`config.mk`:
```
export PLATFORM = sky130hd
export DESIGN_NAME = sha_digest_uart_serializer_flat
export DESIGN_NICKNAME = d
export VERILOG_FILES = /design/src/rtl/sha_digest_uart_serializer_if.sv /design/src/rtl/sha_digest_uart_serializer.sv /design/src/flat_wrapper.sv
export SDC_FILE = /design/constraint.sdc
export NUM_CORES = 1
export LEC_CHECK = 0
export CAP_MARGIN = 20
export CORE_ASPECT_RATIO = 0.7
export CORE_UTILIZATION = 30
export CTS_CLUSTER_DIAMETER = 60
export CTS_CLUSTER_SIZE = 24
export DETAILED_ROUTE_END_ITERATION = 10
export HOLD_SLACK_MARGIN = 0.02
export SLEW_MARGIN = 5
export SYNTH_ARGS = -nofsm -noshare
export SYNTH_HDL_FRONTEND = slang
export SYNTH_SLANG_ARGS = --single-unit
```
`constraint.sdc`:
```
create_clock -name clk -period 1.6 [get_ports clk]
set_input_delay 0.24 -clock clk [delete_from_list [all_inputs] [get_ports clk]]
set_output_delay 0.24 -clock clk [all_outputs]
set_load 0.1 [all_outputs]
```
`src/rtl/sha_digest_uart_serializer_if.sv`:
```
// Handshake bundle between the SHA digest source, the serializer and the
// UART transmitter. The serializer uses the master view, while the
// digest source and transmitter side use the slave view.
interface sha_digest_uart_serializer_if #(
  parameter int DIGEST_BITS = 256
);
  logic [DIGEST_BITS-1:0] digest_in;
  logic                   digest_valid;
  logic                   ready;
  logic                   tx_start;
  logic [7:0]             tx_data;
  logic                   tx_done;
  logic                   done;

  modport master (
    input  digest_in, digest_valid, tx_done,
    output ready, tx_start, tx_data, done
  );

  modport slave (
    output digest_in, digest_valid, tx_done,
    input  ready, tx_start, tx_data, done
  );
endinterface

```
`src/rtl/sha_digest_uart_serializer.sv`:
```
// Digest-to-UART feeder.
// Accepts one digest and splits it MSB-first into characters, which are
// either raw bytes or lowercase hex ASCII. A CR LF pair can optionally be
// appended. Each character is held on tx_data with tx_start high until the
// transmitter reports tx_done.
module sha_digest_uart_serializer #(
  parameter int DIGEST_BITS = 256,
  parameter bit HEX_MODE    = 1'b1,
  parameter bit APPEND_CRLF = 1'b1
) (
  input  logic                         clk,
  input  logic                         reset_n,
  sha_digest_uart_serializer_if.master bus
);

  localparam int DIGEST_CHARS = HEX_MODE ? DIGEST_BITS / 4 : DIGEST_BITS / 8;
  localparam int NCHARS       = DIGEST_CHARS + (APPEND_CRLF ? 2 : 0);
  localparam int CW           = $clog2(NCHARS + 1);
  localparam int SHIFT        = HEX_MODE ? 4 : 8;

  localparam logic [CW-1:0] LAST_IDX = CW'(NCHARS - 1);
  localparam logic [CW-1:0] DIG_END  = CW'(DIGEST_CHARS);

  typedef enum logic {
    IDLE = 1'b0,
    SEND = 1'b1
  } state_t;

  state_t                 state;
  state_t                 state_nxt;
  logic [DIGEST_BITS-1:0] shreg;
  logic [CW-1:0]          count;
  logic                   done_q;
  logic                   last_char;
  logic [3:0]             nib;
  logic [7:0]             char_c;

  assign last_char = (count == LAST_IDX);
  assign nib       = shreg[DIGEST_BITS-1 -: 4];

  // State register.
  // NOTE: sequential state uses non-blocking assignments so that every flop
  // samples the values from before the edge, regardless of block ordering.
  always_ff @(posedge clk or negedge reset_n) begin
    if (!reset_n) state <= IDLE;
    else          state <= state_nxt;
  end

  // Next-state logic: accept a digest when idle, and return to idle on the final tx_done.
  // NOTE: the default assignment at the top keeps this block free of inferred latches.
  always_comb begin
    state_nxt = state;
    case (state)
      IDLE:    if (bus.digest_valid)             state_nxt = SEND;
      SEND:    if (bus.tx_done && last_char)     state_nxt = IDLE;
      default:                                   state_nxt = IDLE;
    endcase
  end

  // Datapath: load the digest, then advance one character per tx_done.
  // The done flag is a registered one-cycle pulse.
  always_ff @(posedge clk or negedge reset_n) begin
    if (!reset_n) begin
      shreg  <= '0;
      count  <= '0;
      done_q <= 1'b0;
    end else begin
      done_q <= 1'b0;
      if (state == IDLE) begin
        if (bus.digest_valid) begin
          shreg <= bus.digest_in;
          count <= '0;
        end
      end else if (bus.tx_done) begin
        shreg  <= shreg << SHIFT;
        count  <= count + CW'(1);
        done_q <= last_char;
      end
    end
  end

  // Current character, derived only from registers so it stays stable for the whole frame.
  // In hex mode, nibble values a..f map to 8'h61 + (n - 10), which equals 8'h57 + n.
  always_comb begin
    char_c = 8'h00;
    if (count < DIG_END) begin
      if (HEX_MODE) char_c = (nib < 4'd10) ? (8'h30 + {4'h0, nib}) : (8'h57 + {4'h0, nib});
      else          char_c = shreg[DIGEST_BITS-1 -: 8];
    end else if (count == DIG_END) begin
      char_c = 8'h0D;
    end else begin
      char_c = 8'h0A;
    end
  end

  // Output decode from state: idle advertises ready, and send presents the character.
  always_comb begin
    bus.ready    = 1'b1;
    bus.tx_start = 1'b0;
    bus.tx_data  = 8'h00;
    if (state == SEND) begin
      bus.ready    = 1'b0;
      bus.tx_start = 1'b1;
      bus.tx_data  = char_c;
    end
  end

  assign bus.done = done_q;

endmodule

```
`src/flat_wrapper.sv`:
```
// flat-port wrapper written by rule: the top's interface ports become plain ports
module sha_digest_uart_serializer_flat 
#(
  parameter int DIGEST_BITS = 256,
  parameter bit HEX_MODE    = 1'b1,
  parameter bit APPEND_CRLF = 1'b1
)
  (clk, reset_n, bus_digest_in, bus_digest_valid, bus_tx_done, bus_ready, bus_tx_start, bus_tx_data, bus_done);
  sha_digest_uart_serializer_if #(.DIGEST_BITS(DIGEST_BITS)) bus_i ();
  input  logic clk;
  input  logic reset_n;
  input wire logic [$bits(bus_i.digest_in)-1:0] bus_digest_in;
  input wire logic [$bits(bus_i.digest_valid)-1:0] bus_digest_valid;
  input wire logic [$bits(bus_i.tx_done)-1:0] bus_tx_done;
  output wire logic [$bits(bus_i.ready)-1:0] bus_ready;
  output wire logic [$bits(bus_i.tx_start)-1:0] bus_tx_start;
  output wire logic [$bits(bus_i.tx_data)-1:0] bus_tx_data;
  output wire logic [$bits(bus_i.done)-1:0] bus_done;
  assign bus_i.digest_in = bus_digest_in;
  assign bus_i.digest_valid = bus_digest_valid;
  assign bus_i.tx_done = bus_tx_done;
  assign bus_ready = bus_i.ready;
  assign bus_tx_start = bus_i.tx_start;
  assign bus_tx_data = bus_i.tx_data;
  assign bus_done = bus_i.done;
  sha_digest_uart_serializer #(.DIGEST_BITS(DIGEST_BITS), .HEX_MODE(HEX_MODE), .APPEND_CRLF(APPEND_CRLF)) u_core (.clk(clk), .reset_n(reset_n), .bus(bus_i));
endmodule
```
==> results of run 1 <==
## stage by stage
step	setup slack, ns	TNS (ns)	utilization
floorplan	-0.735	-2.22	-
global placement	-0.338	-39.07	0.406
detailed placement	-0.340	-46.46	0.406
CTS	-0.895	-32.41	0.431
global route	-0.927	-57.85	0.528
finish	-0.864	-46.50	0.528
## worst max-delay path: cells and delay by family, from the launching register on
| family | cells | cell delay (ns) |
|---|---|---|
| DFF | 1 | 0.39 |
| AOI/OAI and AO/OA | 2 | 0.43 |
| adders and majority gates | 1 | 0.11 |
| and+or+nand+nor | 1 | 0.46 |
| buffers and inverters | 2 | 0.29 |
## metal layers
| layer | share of wire | wire, um | vias to the layer above | GRT usage |
|---|---|---|---|---|
| met5 | 0.00032 | 13 | - | 0 |
| met4 | 0.014 | 560 | 2 | 0.0290 |
| met3 | 0.047 | 1940 | 37 | 0.0361 |
| met2 | 0.47 | 19200 | 200 | 0.238 |
| met1 | 0.47 | 19500 | 5207 | 0.221 |
| li1 | - | - | 4901 | - |
## worst min-delay path by stage
stage / start / to / depth (start not counted)
2_1_floorplan: reset_n / u_core.bus.done / 0
3_3_place_gp: reset_n / u_core.shreg[91] / 1
3_5_place_dp: reset_n / u_core.shreg[91] / 1
4_1_cts: reset_n / u_core.shreg[91] / 2
5_1_grt: reset_n / u_core.shreg[91] / 2
6_report: reset_n / u_core.shreg[91] / 2
## registers in the layout (all words and copies together), names as in the netlist
register / flops
u_core.shreg: 256
u_core.bus.done: 1
u_core.state: 1
u_core.count: 7
## synth_stat cells, types with 2 or more instances
cell	n
ha_1	4
mux2i_1	253
a211oi_1	2
o21ai_1	257
or3_1	2
buf_2	58
clkbuf_1	25
nor2_1	6
dfrtp_1	265
or4b_1	2
nand3_1	4
nand2_1	259
inv_1	8
or4_1	2
a31oi_1	2
a21oi_1	6
a22o_1	4
buf_1	4
## power by group through the flow
| stage | clock network, mW | registers, mW | logic [mW] |
|---|---|---|---|
| after floorplan | 0 | 10.0 | 4.19 |
| after CTS | 5.83 | 10.3 | 6.54 |
| final | 5.67 | 11.0 | 9.18 |
| after global routing | 6.08 | 11.3 | 9.95 |
| after detailed placement | 0 | 10.4 | 6.30 |
| after global placement | 0 | 10.3 | 6.12 |
## logic make-up after synthesis
logic type | after synthesis
other cells | 1
compound gates | 276
buf+inv | 97
flops | 265
xor+xnor | 2
fa+ha+maj | 4
mux | 253
simple gates | 279
## final cells by class
class                           instances  area, um2  area share
Timing Repair Buffer                  454       6030       0.287
Sequential cell                       265       6640       0.315
Antenna cell                            1       2.50    0.000119
Multi-Input combinational cell        815       6930       0.329
Inverter                                9       56.3     0.00268
Clock buffer                           22        539      0.0256
Clock inverter                         12        175     0.00832
Tap cell                              535        669      0.0318
## timing repair
action,CTS,global route
cloned,2,79
resized for setup,35,563
setup endpoints to repair,9,270
hold buffers,1,0
pin swaps,7,244
endpoints found under the hold margin,36,0
buffers inserted,11,29
==> results.md, run 1 <==
* Setup crit end: bus_tx_data[2]
* FFs w/ async S/R, synth at 1.00
* Antenna violations before repair at 2
* Post-Syn Area at 0.0122 mm2
* Antenna viol nets, final at 0
* DR vias at 10,300
* Most common cell after layout, fill and taps aside: dfrtp_1
* Path depth of the worst reg2reg path at 10
* Clk Latency, worst-skew pair at 0.52 ns
* Die Wd at 243 um
* Multiplexer share of the synthesized area at 0.208
* PD cells at between 1000 and 1500 mW/mm2
* Unrepaired setup endpoints after global routing: yes
* Yosys top cell area share at 0.544
* Post-synth top area cell: dfrtp_1
* Worst vdd rail ir drop at 0.737 mV
* Synth Area in Compound Gates at 0.117
* Maximum clock rate at 0.406 GHz
* Netlist cell types at 32
* Hold Path Class: primary input to asynchronous set/reset pin
* #FFs+latches synth at 265
* Most frequent cells in the layout: dfrtp_1 (261), clkdlybuf4s50_1 (258), mux2i_1 (238)
* Internal power at 16.8 mW
* Simple-Gate Fraction of Synth Area at 0.0892
* Ys flop type: dfrtp_1
* Clk network pwr share at 0.219
* Core area at about 0.040 mm2
* Part of the Yosys area used for sequential elements at 0.544
* Layout Cells excl Fill at 2,113
* Post-DP Area at 0.0162 mm2
* Routed WL at 41,200 um
* Final worst slack at -0.864 ns
* Cells after DPL at 1,960
* Std-Cell Rows at 61
* Status: finished with violations
* Port Buf Inserts at 269
* Max incr delay on CP at 0.46 ns
* Combinational power share at 0.355
* Clock tree root buffer cell: clkbuf_16
* Final total power at 25.8 mW
* WP data arrival at 2.22 ns
* Max_cap viols at 0
* Remaining routing DRC violations at 0
* Critical path startpoint: u_core.count[1]
* Failing checks: negative setup slack
* Starting Density at 0.306
* All-Layer GR Usage at 0.155
* Worst Setup End Kind: primary output
* Terminus of the critical flop-to-flop path: u_core.shreg[206]
* Sink Count at 265
* Slew headroom at 0.659
* Reg power frac at 0.426
* Flop-to-flop setup slack at -0.30 ns
* Mapped Avg Cell Area at 10.3 um2
* Switch share at 0.349
* Synth Area in XOR/XNOR at 0.00144
* H-tree depth at 1
* Fin area at ~0.021 mm2
* Leakage at 10.9 nW
* CTS Buf Count at 21
* Synth Instances at ~1,200
* CP max-delay cell: or4b_4
* Crit Path Max Fanout at 2
* WL/cell at 19.5 um
* DR vias/cell at approximately 4.9
* Period utilisation layout at 1.54
* Crit start category: flip-flop
* Hold Slack at ~0.23 ns
* Detailed placer's ending HPWL at 22,700 um
* # IOs at 271
* R2r startpoint: u_core.state
* Worst-path clk slew at 0.08 ns
* Final hold viol count at 0
* Post-synth EDFFs at 0
* Drt first pass iters at 4
* Yosys warning count at 0
* Largest family of logic cells by synthesized area: multiplexers
* Syn_nets at roughly 1,400
* # fillers at 3,367
* Tightest Pin Transition at 0.512 ns
* CP cell instances: inv_2, ha_4, or4b_4, o21a_4, a211oi_4, buf_12
* Worst EP required at 1.36 ns
* Vias in the first global route at 9,285
* Final Net Count at 1,830
* Setup CP Type: flip-flop to primary output
* Die H at 171 um
* Slew Viols, Final at 0
* First-pass GRT wire length at 51,100 um
* GRT overflow at 0
* GPL Wtd Cong at 0.754
* Final setup vio count at 271
* Final Critical Period at 2.46 ns
* CTS Buffer Depth at 3
* CTS tree: built
* Share of cells above drive strength 1 at 0.400
* Layout area overhead at 72.8%
* Clock skew at 0.0128 ns
* Largest net degree at the start of global routing at 76
* Psw at 9.02 mW
* Iter 0 DRT Violations at approximately 520
* Top cells by area, synth: dfrtp_1 (54%), mux2i_1 (21%), o21ai_1 (11%)
* Post-synthesis adder-cell area fraction at 0.00411
* Die area at 0.0414 mm2
(Power assumes the default switching activity.)
==> run 2, diff against run 1 <==
Settings changed: MAX_ROUTING_LAYER set to met4, PLACE_DENSITY set to 0.62.
==> run 2 against run 1 <==
Compared with the run above:
- sequential power about the same
- flip-flop and latch count is the same
- the flow still finishes with violations (negative setup slack)
- non-clock buffer count is 9 lower
- utilization down 0.74 points
- highest routed layer is now met4
- cell count decreased by 0.14%
- combinational power fell by 3.8%
==> results.md, run 2 (synthesized netlist as in run 1, its figures left out) <==
* Drt first pass iters at 6
* Most common cell after layout, fill and taps aside: dfrtp_1
* Setup CP Type: flip-flop to primary output
* Most frequent cells in the layout: dfrtp_1 (261), clkdlybuf4s50_1 (258), mux2i_1 (221)
* Path depth of the worst reg2reg path at 6
* H-tree depth at 1
* Reg with most FFs: u_core.shreg
* Internal power at 16.8 mW
* PD cells at 1240 mW/mm2
* R2r startpoint: u_core.state
* First-pass GRT wire length at ~50,000 um
* Clock tree root buffer cell: clkbuf_16
* Port Buf Inserts at 269
* GPL Wtd Cong at 0.779
* Worst vdd rail ir drop at 0.662 mV
* Share of cells above drive strength 1 at 0.359
* Psw at 8.94 mW
* Top Registers: u_core.shreg: 256 flops, u_core.count: 7 flops
* Detailed placer's ending HPWL at between 20,000 and 25,000 um
* Layout area overhead at 70.3%
* Final hold viol count at 0
* Buf/Inv on CP at 2
* Final total power at 25.8 mW
* Clk network pwr share at 0.234
* Max incr delay on CP at 0.47 ns
* Hold Path Class: primary input to asynchronous set/reset pin
* Die H at 171 um
* DR vias/cell at 4.88
* Failing checks: negative setup slack
* Switch share at 0.347
* CTS tree: built
* Fin area at 0.0208 mm2
* # fillers at 3,432
* Setup WS pre-CTS at -0.334 ns
* Worst Setup End Kind: primary output
* Crit Path Max Fanout at 2
* Final worst slack at -0.879 ns
* GRT overflow at 0
* Period utilisation layout at 1.55
* Max FFs per register at 256
* Routed WL at 41,900 um
* Final Critical Period at 2.48 ns
* Sink Count at 265
* Starting Density at 0.306
* # IOs at 271
* Worst-path clk slew at 0.10 ns
* DR vias at roughly 10,000
* Largest net degree at the start of global routing at 86
* Die Wd at 243 um
* Maximum clock rate at 0.403 GHz
* Antenna viol nets, final at 0
* Leakage at 10.4 nW
* Stages on the worst setup path at 6
* Antenna violations before repair at 1
* CP max-delay cell: or4b_4
* Critical path startpoint: u_core.count[1]
* Worst EP required at 1.36 ns
* CP cell instances: inv_2, ha_4, or4b_4, o21a_4, a211oi_4, buf_12
* Max_cap viols at 0
* Crit start category: flip-flop
* Remaining routing DRC violations at 0
* All-Layer GR Usage at 0.156
* Vias in the first global route at 9,175
* Combinational power share at 0.343
* CTS Buffer Depth at 3
* Post-DP Area at 0.0161 mm2
* Unrepaired setup endpoints after global routing: yes
* CTS Buf Count at 22
* Setup TNS at -21.62 ns
* Final core occ at 0.521
* Critical path's top delay family: simple AND/OR/NAND/NOR gates
* Reg power frac at 0.423
* Final Net Count at 1,822
* Status: finished with violations
* Die area at 0.0414 mm2
* Std-Cell Rows at 61
* WP data arrival at 2.24 ns
* Slew Viols, Final at 0
* Clock skew at 0.0280 ns
* Final setup vio count at about 240
* Iter 0 DRT Violations at 401
* Core area at 0.0398 mm2
* Clk Latency, worst-skew pair at around 0.55 ns
* WL/cell at 19.9 um
run 2: changes by cell type in the layout (fill, tap and decap cells not counted), sizes merged:
cell,change
clkbuf,+4
clkinvlp,-1
inv,+2
bufinv,-1
clkinv,+2
buf,-9
run 2: metal layers:
metal / track usage / routed length (um)
met5: - / 0
met4: 0.0282 / 650
met3: 0.0290 / 1480
met2: 0.231 / 19100
met1: 0.223 / 20700
run 2: path summary, 6_finish.rpt:
| kind | to | slack [ns] |
|---|---|---|
| setup / recovery | bus_tx_data[2] | -0.88 |
| hold / removal | u_core.shreg[3] | 0.16 |
| setup reg to reg | u_core.count[6] | -0.18 |
| hold reg to reg | u_core.shreg[195] | 0.48 |
| max in group asynchronous | u_core.shreg[195] | 0.69 |
| min in group clk | u_core.shreg[2] | 0.31 |
run 2: cell type report:
class,instances,area (um2),area share
inverter,9,58.8,0.00283
timing repair buffer,445,5910,0.285
antenna,1,2.50,0.000121
multi-input combinational,815,6670,0.321
tap,535,669,0.0323
clock buffer,26,617,0.0297
clock inverter,14,181,0.00874
sequential,265,6640,0.320
run 2: what timing repair did:
item,CTS,global route
resized for setup,20,485
hold endpoints to repair,143,0
pin swaps,1,171
cloned,1,81
endpoints found under the setup margin,10,235
hold buffers,1,0
setup buffers,9,25
run 2: power by group through the flow:
stage          combinational [mW]  sequential, mW  clock (mW)
2_1_floorplan                4.19            10.0           0
3_3_place_gp                 6.11            10.4           0
3_5_place_dp                 6.31            10.4           0
6_report                     8.83            10.9        6.04
4_1_cts                      6.47            10.3        6.22
5_1_grt                      9.56            11.2        6.47
run 2: per-stage QoR:
step | hold slack (ns) | std cells
2_1_floorplan | -0.0556 | 1177
5_1_grt | 0.155 | 2110
3_5_place_dp | 0.126 | 1957
3_3_place_gp | 0.124 | 1957
6_report | 0.161 | 2110
4_1_cts | 0.144 | 2008
run 2: worst reg2reg max path, stage by stage (launching register included):
cell	delay [ns]
dfrtp_4	0.50
buf_6	0.14
mux2i_4	0.22
buf_6	0.15
clkbuf_16	0.15
or4_1	0.39
a21oi_1	0.15
==> run 3, diff against run 2 <==
Settings changed: CORE_ASPECT_RATIO 0.7 to 0.9.
==> run 3 against run 2 <==
Compared with the run above:
- the flow still finishes with violations (negative setup slack)
- utilization rose by 0.40 points
- die area barely moved
- power rose by 2.2%
- sequential share of layout area fell by 0.15 points
- critical path type unchanged
- largest cell class unchanged
==> results.md, run 3 (synthesized netlist as in run 1, its figures left out) <==
* Die Wd at between 200 and 250 um
* Hold Slack at ~0.16 ns
* Layout area overhead at 71.1%
* Max FFs per register at 256
* Crit Path Max Fanout at 2
* Share of cells above drive strength 1 at 0.380
* Slew Viols, Final at 0
* Core area at 0.0397 mm2
* Worst-path clk slew at 0.09 ns
* Final Net Count at about 1,800
* Slew headroom at 0.603
* Setup crit end: bus_tx_data[0]
* DR vias/cell at 4.95
* Terminus of the critical flop-to-flop path: u_core.shreg[215]
* Final Critical Period at 2.49 ns
* Leakage at 10.9 nW
* Remaining routing DRC violations at 0
* Iter 0 DRT Violations at around 470
* All-Layer GR Usage at 0.157
* Sink Count at 265
* Path depth of the worst reg2reg path at 9
* CTS Buffer Depth at 3
* Layout Cells excl Fill at 2,115
* Vias in the first global route at about 9,400
* Failing checks: negative setup slack
* GRT busiest layer: met2
* H-tree depth at 1
* Final setup vio count at 274
* Std-Cell Rows at 69
* Port Buf Inserts at 269
* DR vias at around 10,000
* Most frequent cells in the layout: dfrtp_1 (262), clkdlybuf4s50_1 (258), mux2i_1 (252)
* Starting Density at 0.307
* Setup CP Type: flip-flop to primary output
* Most common cell after layout, fill and taps aside: dfrtp_1
* Unrepaired setup endpoints after global routing: yes
* Clock skew at 0.0163 ns
* Met2 usage at 0.243
* Die area at a little over 0.04 mm2
* Final total power at 26.3 mW
* Detailed placer's ending HPWL at between 20,000 and 25,000 um
* Maximum clock rate at 0.401 GHz
* Status: finished with violations
* Worst vdd rail ir drop at 0.650 mV
* Met3 GRT Util at 0.0257
* Die H at 193 um
* PD cells at 1260 mW/mm2
* Final hold viol count at 0
* Largest net degree at the start of global routing at 63
* Hold Path Class: primary input to asynchronous set/reset pin
* GRT overflow at 0
* Cells after DPL at around 2,000
* Antenna viol nets, final at 0
* Flop-to-flop setup slack at -0.45 ns
* Max_cap viols at 0
* WP data arrival at 2.25 ns
* Crit start category: flip-flop
* Met1 Track Usage GR at 0.214
* # fillers at roughly 3,400
* CTS tree: built
* Clock tree root buffer cell: clkbuf_16
* Antenna violations before repair at 1
* Tightest Pin Transition at roughly 0.58 ns
* Drt first pass iters at 5
* Period utilisation layout at 1.56
* Reg with most FFs: u_core.shreg
* Top Registers: u_core.shreg: 256 flops, u_core.count: 7 flops
* First-pass GRT wire length at 50,700 um
* Critical path startpoint: u_core.count[0]
* Worst EP required at 1.36 ns
* Clk Latency, worst-skew pair at around 0.54 ns
* CTS Buf Count at 24
* R2r startpoint: u_core.state
* Routed WL at 41,500 um
* Worst Setup End Kind: primary output
* GPL Wtd Cong at around 0.82
* Final worst slack at -0.895 ns
* WL/cell at 19.6 um
* # IOs at 271
==> run 3: cell count changes in the layout (fill, tap and decap cells not counted), sizes merged <==
cell / before / now
buf: 136 / 145
inv: 13 / 22
clkbuf: 76 / 68
bufbuf: 0 / 2
clkinv: 5 / 3
clkinvlp: 3 / 1
bufinv: 2 / 1
diode: 1 / 2
==> run 3: power breakdown <==
| part | total [mW] | leakage (nW) | internal [mW] | switching (mW) |
|---|---|---|---|---|
| Sequential | 11.0 | 3.56 | 8.98 | 2.01 |
| Clock | 6.35 | 0.423 | 3.25 | 3.10 |
| Combinational | 8.99 | 6.95 | 4.71 | 4.29 |
==> run 3: per-stage QoR <==
stage               instance area, um2   util  TNS, ns  setup WS [ns]
global route                     20800  0.525  -107.82         -0.963
global placement                 16000  0.404   -18.04         -0.335
detailed placement               16000  0.404   -18.82         -0.377
finish                           20800  0.525   -93.53         -0.895
CTS                              17200  0.432   -35.34         -0.967
floorplan                        12400      -    -2.22         -0.735
==> run 3: worst min-delay path by stage <==
stage / cells after the start / slack (ns) / to
2_1_floorplan: 0 / -0.06 / u_core.bus.done
3_5_place_dp: 1 / 0.15 / u_core.shreg[112]
6_report: 2 / 0.16 / u_core.shreg[112]
3_3_place_gp: 1 / 0.15 / u_core.shreg[112]
4_1_cts: 2 / 0.13 / u_core.shreg[112]
5_1_grt: 2 / 0.16 / u_core.shreg[112]
==> run 3: layout make-up <==
class / count / area, um2 / share of cell area
multi-input cells: 815 / 6810 / 0.327
flip-flops and latches: 265 / 6640 / 0.318
repair buffers: 449 / 5810 / 0.279
well taps: 532 / 666 / 0.0319
clock buffers: 25 / 626 / 0.0300
clock inverters: 18 / 238 / 0.0114
inverters: 9 / 56.3 / 0.00270
diodes: 2 / 5.00 / 0.000240
==> run 3: what timing repair did <==
action                     4_1_cts  5_1_grt
buffers inserted                11       37
hold buffers                     1        0
pin swaps                        5      238
cloned                           2       71
hold endpoints to repair       265        0
gates resized for setup         33      518
setup endpoints to repair        9      270
==> run 3: critical path, cell delays in order, from the launching register on <==
cell      delay [ns]
dfrtp_1         0.40
inv_2           0.08
ha_4            0.13
or4b_4          0.46
o21a_4          0.23
a211oi_4        0.20
buf_12          0.21
==> run 3: routing by layer <==
metal  routed length, um  vias to the layer above  share of wire
met5                   0                        -              0
li1                    -                     4888              -
met4                1120                        0          0.027
met1               18300                     5245           0.44
met3                1770                       73          0.043
met2               20200                      270           0.49
